### src/rtl/serial_adder_ctrl.sv
// serial_adder_ctrl: bit-serial adder sequencer around a single 1-bit full adder.
// Adds two WIDTH-bit operands plus carry-in LSB first, one bit per clock.
// {cout, sum} is loaded together with the done pulse and holds until the next done.

module serial_adder_ctrl #(
    parameter int unsigned WIDTH = 8
) (
    input  logic             clk,
    input  logic             rst_n,
    input  logic             start,
    input  logic [WIDTH-1:0] a,
    input  logic [WIDTH-1:0] b,
    input  logic             cin,
    output logic             ready,
    output logic             busy,
    output logic             done,
    output logic [WIDTH-1:0] sum,
    output logic             cout
);

    localparam int unsigned CNT_W = $clog2(WIDTH + 1);
    localparam logic [CNT_W-1:0] LAST_BIT = CNT_W'(WIDTH - 1);

    localparam logic [1:0] IDLE = 2'd0;
    localparam logic [1:0] RUN  = 2'd1;
    localparam logic [1:0] DONE = 2'd2;

    logic [1:0]       state;
    logic [1:0]       state_nxt;
    logic [WIDTH-1:0] a_sh;
    logic [WIDTH-1:0] b_sh;
    logic [WIDTH-1:0] acc;
    logic [WIDTH-1:0] acc_nxt;
    logic             c;
    logic [CNT_W-1:0] cnt;
    logic             fa_s;
    logic             fa_c;

    // Shared full adder and the accumulator with the new sum bit entering at the MSB.
    always_comb begin
        fa_s    = a_sh[0] ^ b_sh[0] ^ c;
        fa_c    = (a_sh[0] & b_sh[0]) | (b_sh[0] & c) | (c & a_sh[0]);
        acc_nxt = (acc >> 1) | (WIDTH'(fa_s) << (WIDTH - 1));
    end

    // Next-state logic: one accept from IDLE, WIDTH RUN cycles, one DONE cycle.
    always_comb begin
        state_nxt = state;
        case (state)
            IDLE:    if (start) state_nxt = RUN;
            RUN:     if (cnt == LAST_BIT) state_nxt = DONE;
            DONE:    state_nxt = IDLE;
            default: state_nxt = IDLE;
        endcase
    end

    // State register with status outputs decoded from the next state so they are flops.
    always_ff @(posedge clk) begin
        if (!rst_n) begin
            state <= IDLE;
            ready <= 1'b1;
            busy  <= 1'b0;
            done  <= 1'b0;
        end else begin
            state <= state_nxt;
            ready <= (state_nxt == IDLE);
            busy  <= (state_nxt != IDLE);
            done  <= (state_nxt == DONE);
        end
    end

    // Operand shifters, carry, bit counter and result register.
    always_ff @(posedge clk) begin
        if (!rst_n) begin
            a_sh <= '0;
            b_sh <= '0;
            acc  <= '0;
            c    <= 1'b0;
            cnt  <= '0;
            sum  <= '0;
            cout <= 1'b0;
        end else begin
            case (state)
                IDLE: begin
                    if (start) begin
                        a_sh <= a;
                        b_sh <= b;
                        c    <= cin;
                        acc  <= '0;
                        cnt  <= '0;
                    end
                end
                RUN: begin
                    a_sh <= a_sh >> 1;
                    b_sh <= b_sh >> 1;
                    c    <= fa_c;
                    acc  <= acc_nxt;
                    cnt  <= cnt + CNT_W'(1);
                    // Final bit: publish the result on the edge that enters DONE.
                    if (cnt == LAST_BIT) begin
                        sum  <= acc_nxt;
                        cout <= fa_c;
                    end
                end
                default: ;
            endcase
        end
    end

endmodule

### config.mk
export PLATFORM = sky130hd
export DESIGN_NAME = serial_adder_ctrl
export DESIGN_NICKNAME = d
export VERILOG_FILES = /design/src/rtl/serial_adder_ctrl.sv
export SDC_FILE = /design/constraint.sdc
export NUM_CORES = 1
export LEC_CHECK = 0
export CORE_ASPECT_RATIO = 2
export CORE_MARGIN = 4
export CORE_UTILIZATION = 54
export CTS_CLUSTER_DIAMETER = 120
export DETAILED_ROUTE_END_ITERATION = 10
export GPL_TIMING_DRIVEN = 0
export PLACE_DENSITY = 0.89
export SLEW_MARGIN = 20
export SYNTH_ARGS = -nofsm -noshare
export SYNTH_HDL_FRONTEND = slang
export SYNTH_SLANG_ARGS = --single-unit
export TNS_END_PERCENT = 50
### constraint.sdc
create_clock -name clk -period 3 [get_ports clk]
set_clock_uncertainty 0.1 [all_clocks]
set_input_delay 0.6 -clock clk [delete_from_list [all_inputs] [get_ports clk]]
set_output_delay 0.6 -clock clk [all_outputs]
set_load 0.005 [all_outputs]
==> results.toml, run 1 <==
[outcome]
run_status = "finished clean"

[timing]
finalHoldViolCount = 0
maxSlewHeadroom_pct = 69.7
max_freq_mhz = 542
finalSetupViolCount = 0
hold_slack_ps = 358
min_period_ps = 1840
maxSlewViolCount = 0
finalCritPeriodShare_pct = 61.5
rsz0062_at_grt = "no"
worst_slew_pin_slew_ps = 454
setup_tns_ps = 0

[worst_setup_path]
crit_buf_inv = 1
start_kind = "flip-flop"
worst_r2r_endpoint = "sum[1]"
critical_path.max_stage_delay_ps = 510
crit_chain = "clkdlybuf4s50_1"
ff2ff_path_depth = 5
startpoint = "cout"
worstReg2RegStart = "cnt[0]"
rrSetupSlack_ps = 1520
cp_slowest_cell = "clkdlybuf4s50_1"
crit_arrival_ps = 1140
critical_path.top_delay_family = "buffers and inverters"
worst-path-stages = 1
worst-path-max-fanout = 2
required_ps = 2300
crit_type = "reg -> out"
endpoint_kind = "primary output"

[synth]
ys_warn_count = 0
syn-instance-count = 180
synthesis.nets = 202
synth_top_area_cell = "dfxtp_1"
synthDistinctLibCells = 38
avgSynthCellArea_sq_um = 9.27
syn_area_sq_um = 1670
synthTopCellsByArea = "dfxtp_1 50%, mux2i_1 5.4%, nand2_1 4.9%"
ys_seq_area_share_pct = 50.4
synth_top_area_share_pct = 50.4
async_flop_share_pct = 0
ys.flop_type = "dfxtp_1"
ys_seq_elements = 42
synth-edff-count = 0

[grt]
grt_max_degree = 16
antenna_found_initial = 0
use_met3_pct = 5.82
overflow = 0
busiest_layer = "met2"
use_met1_pct = 20.7
use_met2_pct = 33.9
grt_pass1_wl_um = 5970
grt_util_all_layers_pct = 20.2
grt_pass1_vias = 1421

[layout]
seqCellArea_sq_um = 841
num-fill-cells = 219
num-nets-final = 240
drive_gt1_share_pct = 9.59
fin_util_pct = 70.8
areaGrowthSynthToFinish_pct = 26.4
multiInputGateArea_sq_um = 722
num_antenna_cells = 0

[power_and_ir_drop]
power_mw = 1.10
ir_drop_uv = 447
power.internal_mw = 0.816
power_frac_clock_pct = 33.6
power_density_nw_per_um2 = 520
p_switching_mw = 0.282
power_frac_comb_pct = 12.2
p_leak_nw = 0.762
power.share.sequential_pct = 54.3
power.share.switching_pct = 25.7

[clock_tree]
htreeDepth = 2
cts.sinks = 42
cts_buffer_depth = 2
cts_buffers = 5
ctsResizeCount = 0
hold_buffers = 0
cts_root_buffer = "clkbuf_8"
clk_latency_ps = 300
cts_setup_buffers = 0
clk_pin_slew_ps = 80
cts_tree = "yes"

[route]
num_vias = 1421
drtIter0Drc = 27
ant_nets = 0
drc_errors = 0
wl_per_cell_um = 14.1
drt_first_pass_iters = 5
viasPerCell = 5.71
drt-total-wl_um = 3500

[floorplanning]
pin_count = 32
initial_utilization_pct = 56.1
dieArea_sq_um = 4100
rows = 28
core_area_sq_um = 2980
die_x_um = 47.3
dieHeight_um = 86.6

[placed_design]
numPortBuffers = 31
dp_hpwl_um = 2570
routabilityCongestion = 0.813

[hold_path]
min_to = "sum[6]"
min_path_type = "reg -> reg"
min_path_cells = 2
hp-start = "sum[6]"

[run]
maxCapViolCount = 0
## Yosys cell counts (all sizes together) (2+ instances only)
cell / n
o2bb2ai: 2
nor3: 2
nor4: 2
o22ai: 11
nand2: 22
nor2: 13
inv: 7
a221oi: 3
a21oi: 12
mux2i: 9
dfxtp: 42
nand3: 2
nand2b: 4
a31oi: 2
o21ai: 12
buf: 9
a22oi: 9
clkbuf: 5
## power by group through the flow
stage          clock network, mW  logic [mW]  registers [mW]
2_1_floorplan                  0      0.0833           0.605
3_3_place_gp                   0       0.131           0.607
3_5_place_dp                   0       0.133           0.608
4_1_cts                    0.377       0.134           0.596
5_1_grt                    0.402       0.149           0.598
6_report                   0.369       0.134           0.596
## cell type report
type | instances | share of cell area, %
Buffer | 14 | 3.68
Sequential cell | 42 | 39.9
Timing Repair Buffer | 31 | 14.7
Clock buffer | 5 | 3.26
Inverter | 7 | 1.36
Tap cell | 30 | 1.78
Clock inverter | 3 | 1.13
Multi-Input combinational cell | 117 | 34.2
## kinds of logic after synthesis
kind of cell               count (synthesis)  share of synthesized area, %
AOI/OAI and AO/OA                         58                          23.0
adders and majority gates                  2                          1.95
buffers and inverters                     21                          6.37
DFF                                       42                          50.4
muxes                                      9                          5.40
and+or+nand+nor                           48                          12.9
## sequential cells by signal, indices dropped and copies added, names as in the netlist, 2 cells and up
name and flops:
a_sh 8, acc 7, b_sh 8, cnt 4, state 2, sum 8
## layout by cell type (no fill, tap or decap), types with 2 or more instances in the layout
master and instances:
clkbuf_1 5, a21oi_1 12, nand2_1 22, o22ai_1 11
a31oi_1 2, nor4_1 2, clkbuf_8 5, dfxtp_1 42
o2bb2ai_1 2, nand3_1 2, nand2b_1 4, buf_6 2
a221oi_1 2, clkdlybuf4s50_1 31, a22oi_1 9, clkinvlp_4 2
mux2i_1 9, inv_1 5, o21ai_1 11, buf_2 5
nor2_1 13
## stage by stage
step | setup WS, ps | cells | area (sq um)
after floorplan | 1590 | 180 | 1670
after global placement | 933 | 241 | 2020
after detailed placement | 884 | 241 | 2020
after CTS | 1140 | 249 | 2110
after global routing | 1100 | 249 | 2110
final | 1160 | 249 | 2110
## layer usage
metal  vias to the layer above  part of all wire [%]
li1                        716                     -
met4                         0                   3.0
met2                        28                    56
met3                        10                   4.2
met1                       667                    37
met5                         -                     0
## worst max path at each step
stage                     endpoint  slack (ps)
after floorplan             cnt[0]        1590
after global placement      cnt[3]         930
after detailed placement    cnt[3]         880
after CTS                     cout        1140
after global routing       b_sh[3]        1100
final                         cout        1160
Power figures use the tool's default switching activity.
==> inputs of run 2 (changes only) <==
- CORE_UTILIZATION: 54 -> 50
- PLACE_DENSITY: 0.89 -> 0.83
- clock period: 3 -> 1.81 ns (I/O delays scaled with it)
==> run 2 against run 1 <==
Compared with the run above:
- first-iteration DRC count fell by 19%
- critical path depth unchanged
- combinational power up 64%
- sequential cell count is the same
- sequential share of layout area down 0.86 points
- non-clock buffer count is the same
==> results.toml, run 2 (same netlist as run 1, synthesis figures left out) <==
[clock_tree]
clk_latency_ps = 300
cts.sinks = 42
cts_buffer_depth = 2
cts_buffers = 5
cts_root_buffer = "clkbuf_8"
clk_pin_slew_ps = 80
cts_setup_buffers = 0
ctsResizeCount = 0
hold_buffers = 0
cts_tree = "yes"
htreeDepth = 2

[floorplanning]
dieHeight_um = 89.7
initial_utilization_pct = 52.3
rows = 29
core_area_sq_um = 3190
pin_count = 32
dieArea_sq_um = 4380
die_x_um = 48.9

[power_and_ir_drop]
ir_drop_uv = 848
power_density_nw_per_um2 = 970
power_mw = 2.09
p_leak_nw = 0.790

[grt]
grt_util_all_layers_pct = 16.6
grt_max_degree = 15
antenna_found_initial = 0
overflow = 0
grt_pass1_vias = 1379
grt_pass1_wl_um = 5890

[worst_setup_path]
cp_slowest_cell = "clkdlybuf4s50_1"
critPathCapture = "sum[3]"
endpoint_kind = "primary output"
ff2ff_path_depth = 6
critical_path.max_stage_delay_ps = 500
worstReg2RegStart = "state[0]"
crit_chain = "clkdlybuf4s50_1"
startpoint = "sum[3]"
worst_r2r_endpoint = "sum[6]"
worst-path-stages = 1
required_ps = 1350
critical_path.top_delay_family = "buffers and inverters"
crit_arrival_ps = 1140
worst-path-max-fanout = 2
crit_type = "reg -> out"
start_kind = "flip-flop"
crit_buf_inv = 1
rrSetupSlack_ps = 360

[layout]
fin_cells = 250
drive_gt1_share_pct = 9.59
num-fill-cells = 275
num_antenna_cells = 0
final_cell_mix = "42 x dfxtp_1, 31 x clkdlybuf4s50_1, 22 x nand2_1"
areaGrowthSynthToFinish_pct = 29.2
fin_area_sq_um = 2160
final_common_cell = "dfxtp_1"
num-nets-final = 240
largestRegisters = "a_sh: 8 flops, b_sh: 8 flops, sum: 8 flops"

[timing]
hold_slack_ps = 357
maxSlewHeadroom_pct = 69.8
min_period_ps = 1600
max_freq_mhz = 624
finalHoldViolCount = 0
worst_slew_pin_slew_ps = 452
worst_slack_ps = 207
maxSlewViolCount = 0
finalCritPeriodShare_pct = 88.6
finalSetupViolCount = 0
rsz0062_at_grt = "no"

[route]
ant_nets = 0
drt_first_pass_iters = 4
num_vias = 1433
drtIter0Drc = 22
viasPerCell = 5.73
wl_per_cell_um = 13.9
drt-total-wl_um = 3480
drc_errors = 0

[outcome]
run_status = "finished clean"

[placed_design]
routabilityCongestion = 0.806
dpl_cell_area_sq_um = 2020
dp_hpwl_um = 2620
place_inst = 242
numPortBuffers = 31
pre_cts_slack_ps = -79.4

[hold_path]
min_path_cells = 2
min_path_type = "reg -> reg"

[run]
maxCapViolCount = 0
-- run 2: final cells by class --
type	count	area [sq um]	share of cell area, %
Sequential cell	42	841	39.0
Clock inverter	3	68.8	3.19
Tap cell	31	38.8	1.80
Timing Repair Buffer	31	310	14.4
Buffer	14	77.6	3.60
Clock buffer	5	68.8	3.19
Inverter	7	28.8	1.33
Multi-Input combinational cell	117	722	33.5
-- run 2: worst min path at each step --
stage | from | end | slack (ps)
global placement | sum[1] | sum[1] | 340
detailed placement | sum[7] | sum[7] | 350
floorplan | acc[1] | sum[0] | 340
global route | sum[1] | sum[1] | 390
CTS | cout | cout | 360
finish | sum[4] | sum[4] | 360
-- run 2: metrics by stage --
stage / util, % / setup TNS, ps
2_1_floorplan: - / 0
3_3_place_gp: 63.2 / -179
4_1_cts: 67.5 / 0
5_1_grt: 67.5 / 0
6_report: 67.5 / 0
3_5_place_dp: 63.2 / -516
-- run 2: metal layers --
layer	vias up	global-route usage, %	wire length, um
li1	715	-	-
met1	672	16.1	1250
met2	35	31.3	1980
met3	11	3.48	133
met4	0	8.31	116
met5	-	0	0
-- run 2: where the power goes --
part	switching [mW]	internal (mW)
Sequential	0.0217	0.966
Clock	0.331	0.553
Combinational	0.109	0.111
==> inputs of run 3 (changes only) <==
- CORE_UTILIZATION: 50 -> 60
- CTS_BUF_LIST: not set -> sky130_fd_sc_hd__clkbuf_4 sky130_fd_sc_hd__clkbuf_8
- DONT_BUFFER_PORTS: not set -> 1
- PLACE_DENSITY: 0.83 -> 0.82
==> run 3 against run 2 <==
Compared with the run above:
- sequential share of layout area is 7.9 points higher
- non-clock buffer count is 31 lower
- clock-buffer cell count stayed put
- sequential cell count stayed put
- largest power group unchanged
==> results.toml, run 3 (same netlist as run 1, synthesis figures left out) <==
[hold_path]
min_path_type = "in -> reg"
min_path_cells = 2

[grt]
grt_util_all_layers_pct = 21.7
grt_pass1_wl_um = 5760
antenna_found_initial = 0
overflow = 0
use_met1_pct = 21.5
grt_pass1_vias = 1316
use_met2_pct = 38.5
busiest_layer = "met2"
grt_max_degree = 15
use_met3_pct = 4.56

[clock_tree]
hold_buffers = 0
cts_root_buffer = "clkbuf_8"
cts_buffers = 5
ctsResizeCount = 0
htreeDepth = 2
cts_setup_buffers = 0
cts.sinks = 42
clk_latency_ps = 300
clk_pin_slew_ps = 80
cts_tree = "yes"
cts_buffer_depth = 2

[timing]
rsz0062_at_grt = "no"
worst_slack_ps = 324
setup_tns_ps = 0
maxSlewHeadroom_pct = 69.7
maxSlewViolCount = 0
finalCritPeriodShare_pct = 82.1
max_freq_mhz = 673
min_period_ps = 1490
finalSetupViolCount = 0
finalHoldViolCount = 0
worst_slew_pin_slew_ps = 454

[placed_design]
numPortBuffers = 0
pre_cts_slack_ps = 340
routabilityCongestion = 0.781
dp_hpwl_um = 2710

[floorplanning]
dieHeight_um = 82.6
core_area_sq_um = 2600
initial_utilization_pct = 64.1
dieArea_sq_um = 3740
die_x_um = 45.3
rows = 26
pin_count = 32

[power_and_ir_drop]
power_density_nw_per_um2 = 980
p_leak_nw = 0.649
power.internal_mw = 1.31
power_frac_comb_pct = 9.9
ir_drop_uv = 911
power.share.sequential_pct = 56.3
p_switching_mw = 0.450
power.share.switching_pct = 25.6
power_frac_clock_pct = 33.9

[route]
drt-total-wl_um = 3530
viasPerCell = 6.07
num_vias = 1311
ant_nets = 0
drtIter0Drc = 20
drt_first_pass_iters = 4
wl_per_cell_um = 16.3
drc_errors = 0

[layout]
num_antenna_cells = 0
final_cell_mix = "42 x dfxtp_1, 22 x nand2_1, 13 x nor2_1"
drive_gt1_share_pct = 11.2
multiInputGateArea_sq_um = 722
seqCellArea_sq_um = 841
num-fill-cells = 213
final_common_cell = "dfxtp_1"
num-nets-final = 209
areaGrowthSynthToFinish_pct = 7.50
largestRegisters = "a_sh: 8 flops, b_sh: 8 flops, sum: 8 flops"

[run]
maxCapViolCount = 0

[worst_setup_path]
start_kind = "flip-flop"
endpoint_kind = "flip-flop"
rrSetupSlack_ps = 320
crit_chain = "buf_6 > nand2b_1 > buf_2 > nor3_2 > buf_4 > mux2i_1"
required_ps = 1930
critical_path.max_stage_delay_ps = 330
cp_slowest_cell = "dfxtp_1"
crit_arrival_ps = 1600
worst-path-max-fanout = 10
crit_type = "reg -> reg"
ff2ff_path_depth = 6

[outcome]
run_status = "finished clean"
[run 3: cell types whose count changed in the layout (fill, tap and decap cells not counted)]
cell,change
clkdlybuf4s50_1,-31
clkinvlp_4,+1
bufinv_16,-2
clkinv_2,+1
[run 3: power groups by stage]
stage	Combinational (mW)	Sequential (mW)	Clock, mW
2_1_floorplan	0.138	1.00	0
3_3_place_gp	0.162	1.01	0
3_5_place_dp	0.173	1.01	0
4_1_cts	0.174	0.989	0.604
5_1_grt	0.194	0.992	0.649
6_report	0.173	0.990	0.595
[run 3: area by class of cell]
cell class | count | share of cell area [%]
Clock buffer | 5 | 3.84
Buffer | 14 | 4.32
Clock inverter | 3 | 1.19
Multi-Input combinational cell | 117 | 40.2
Tap cell | 28 | 1.95
Sequential cell | 42 | 46.9
Inverter | 7 | 1.60
[run 3: final timing paths]
path             from  endpoint
max reg2reg  state[0]    sum[2]
max          state[0]    sum[2]
min               cin         c
min reg2reg    acc[1]    sum[0]
[run 3: critical path: cells and delay by family (launching register included)]
family                 cells  cell delay [ps]
buffers and inverters      3              530
flip-flops                 1              330
multiplexers               1              230
AND/OR/NAND/NOR            2              210
[run 3: through the flow]
stage / hold slack [ps] / std cells / total power [mW] / area (sq um) / utilization [%]
6_report: 112 / 216 / 1.76 / 1790 / 68.9
5_1_grt: 116 / 216 / 1.84 / 1790 / 68.9
4_1_cts: 104 / 216 / 1.77 / 1790 / 68.9
3_5_place_dp: 365 / 208 / 1.18 / 1700 / 65.5
3_3_place_gp: 350 / 208 / 1.17 / 1700 / 65.5
2_1_floorplan: 338 / 180 / 1.14 / 1670 / -
[run 3: per-layer routing]
layer  vias up  part of all wire [%]  wire (um)
li1        653                     -          -
met3        10                   3.9        136
met2        39                    55       1950
met5         -                     0          0
met1       609                    37       1310
met4         0                   3.9        138
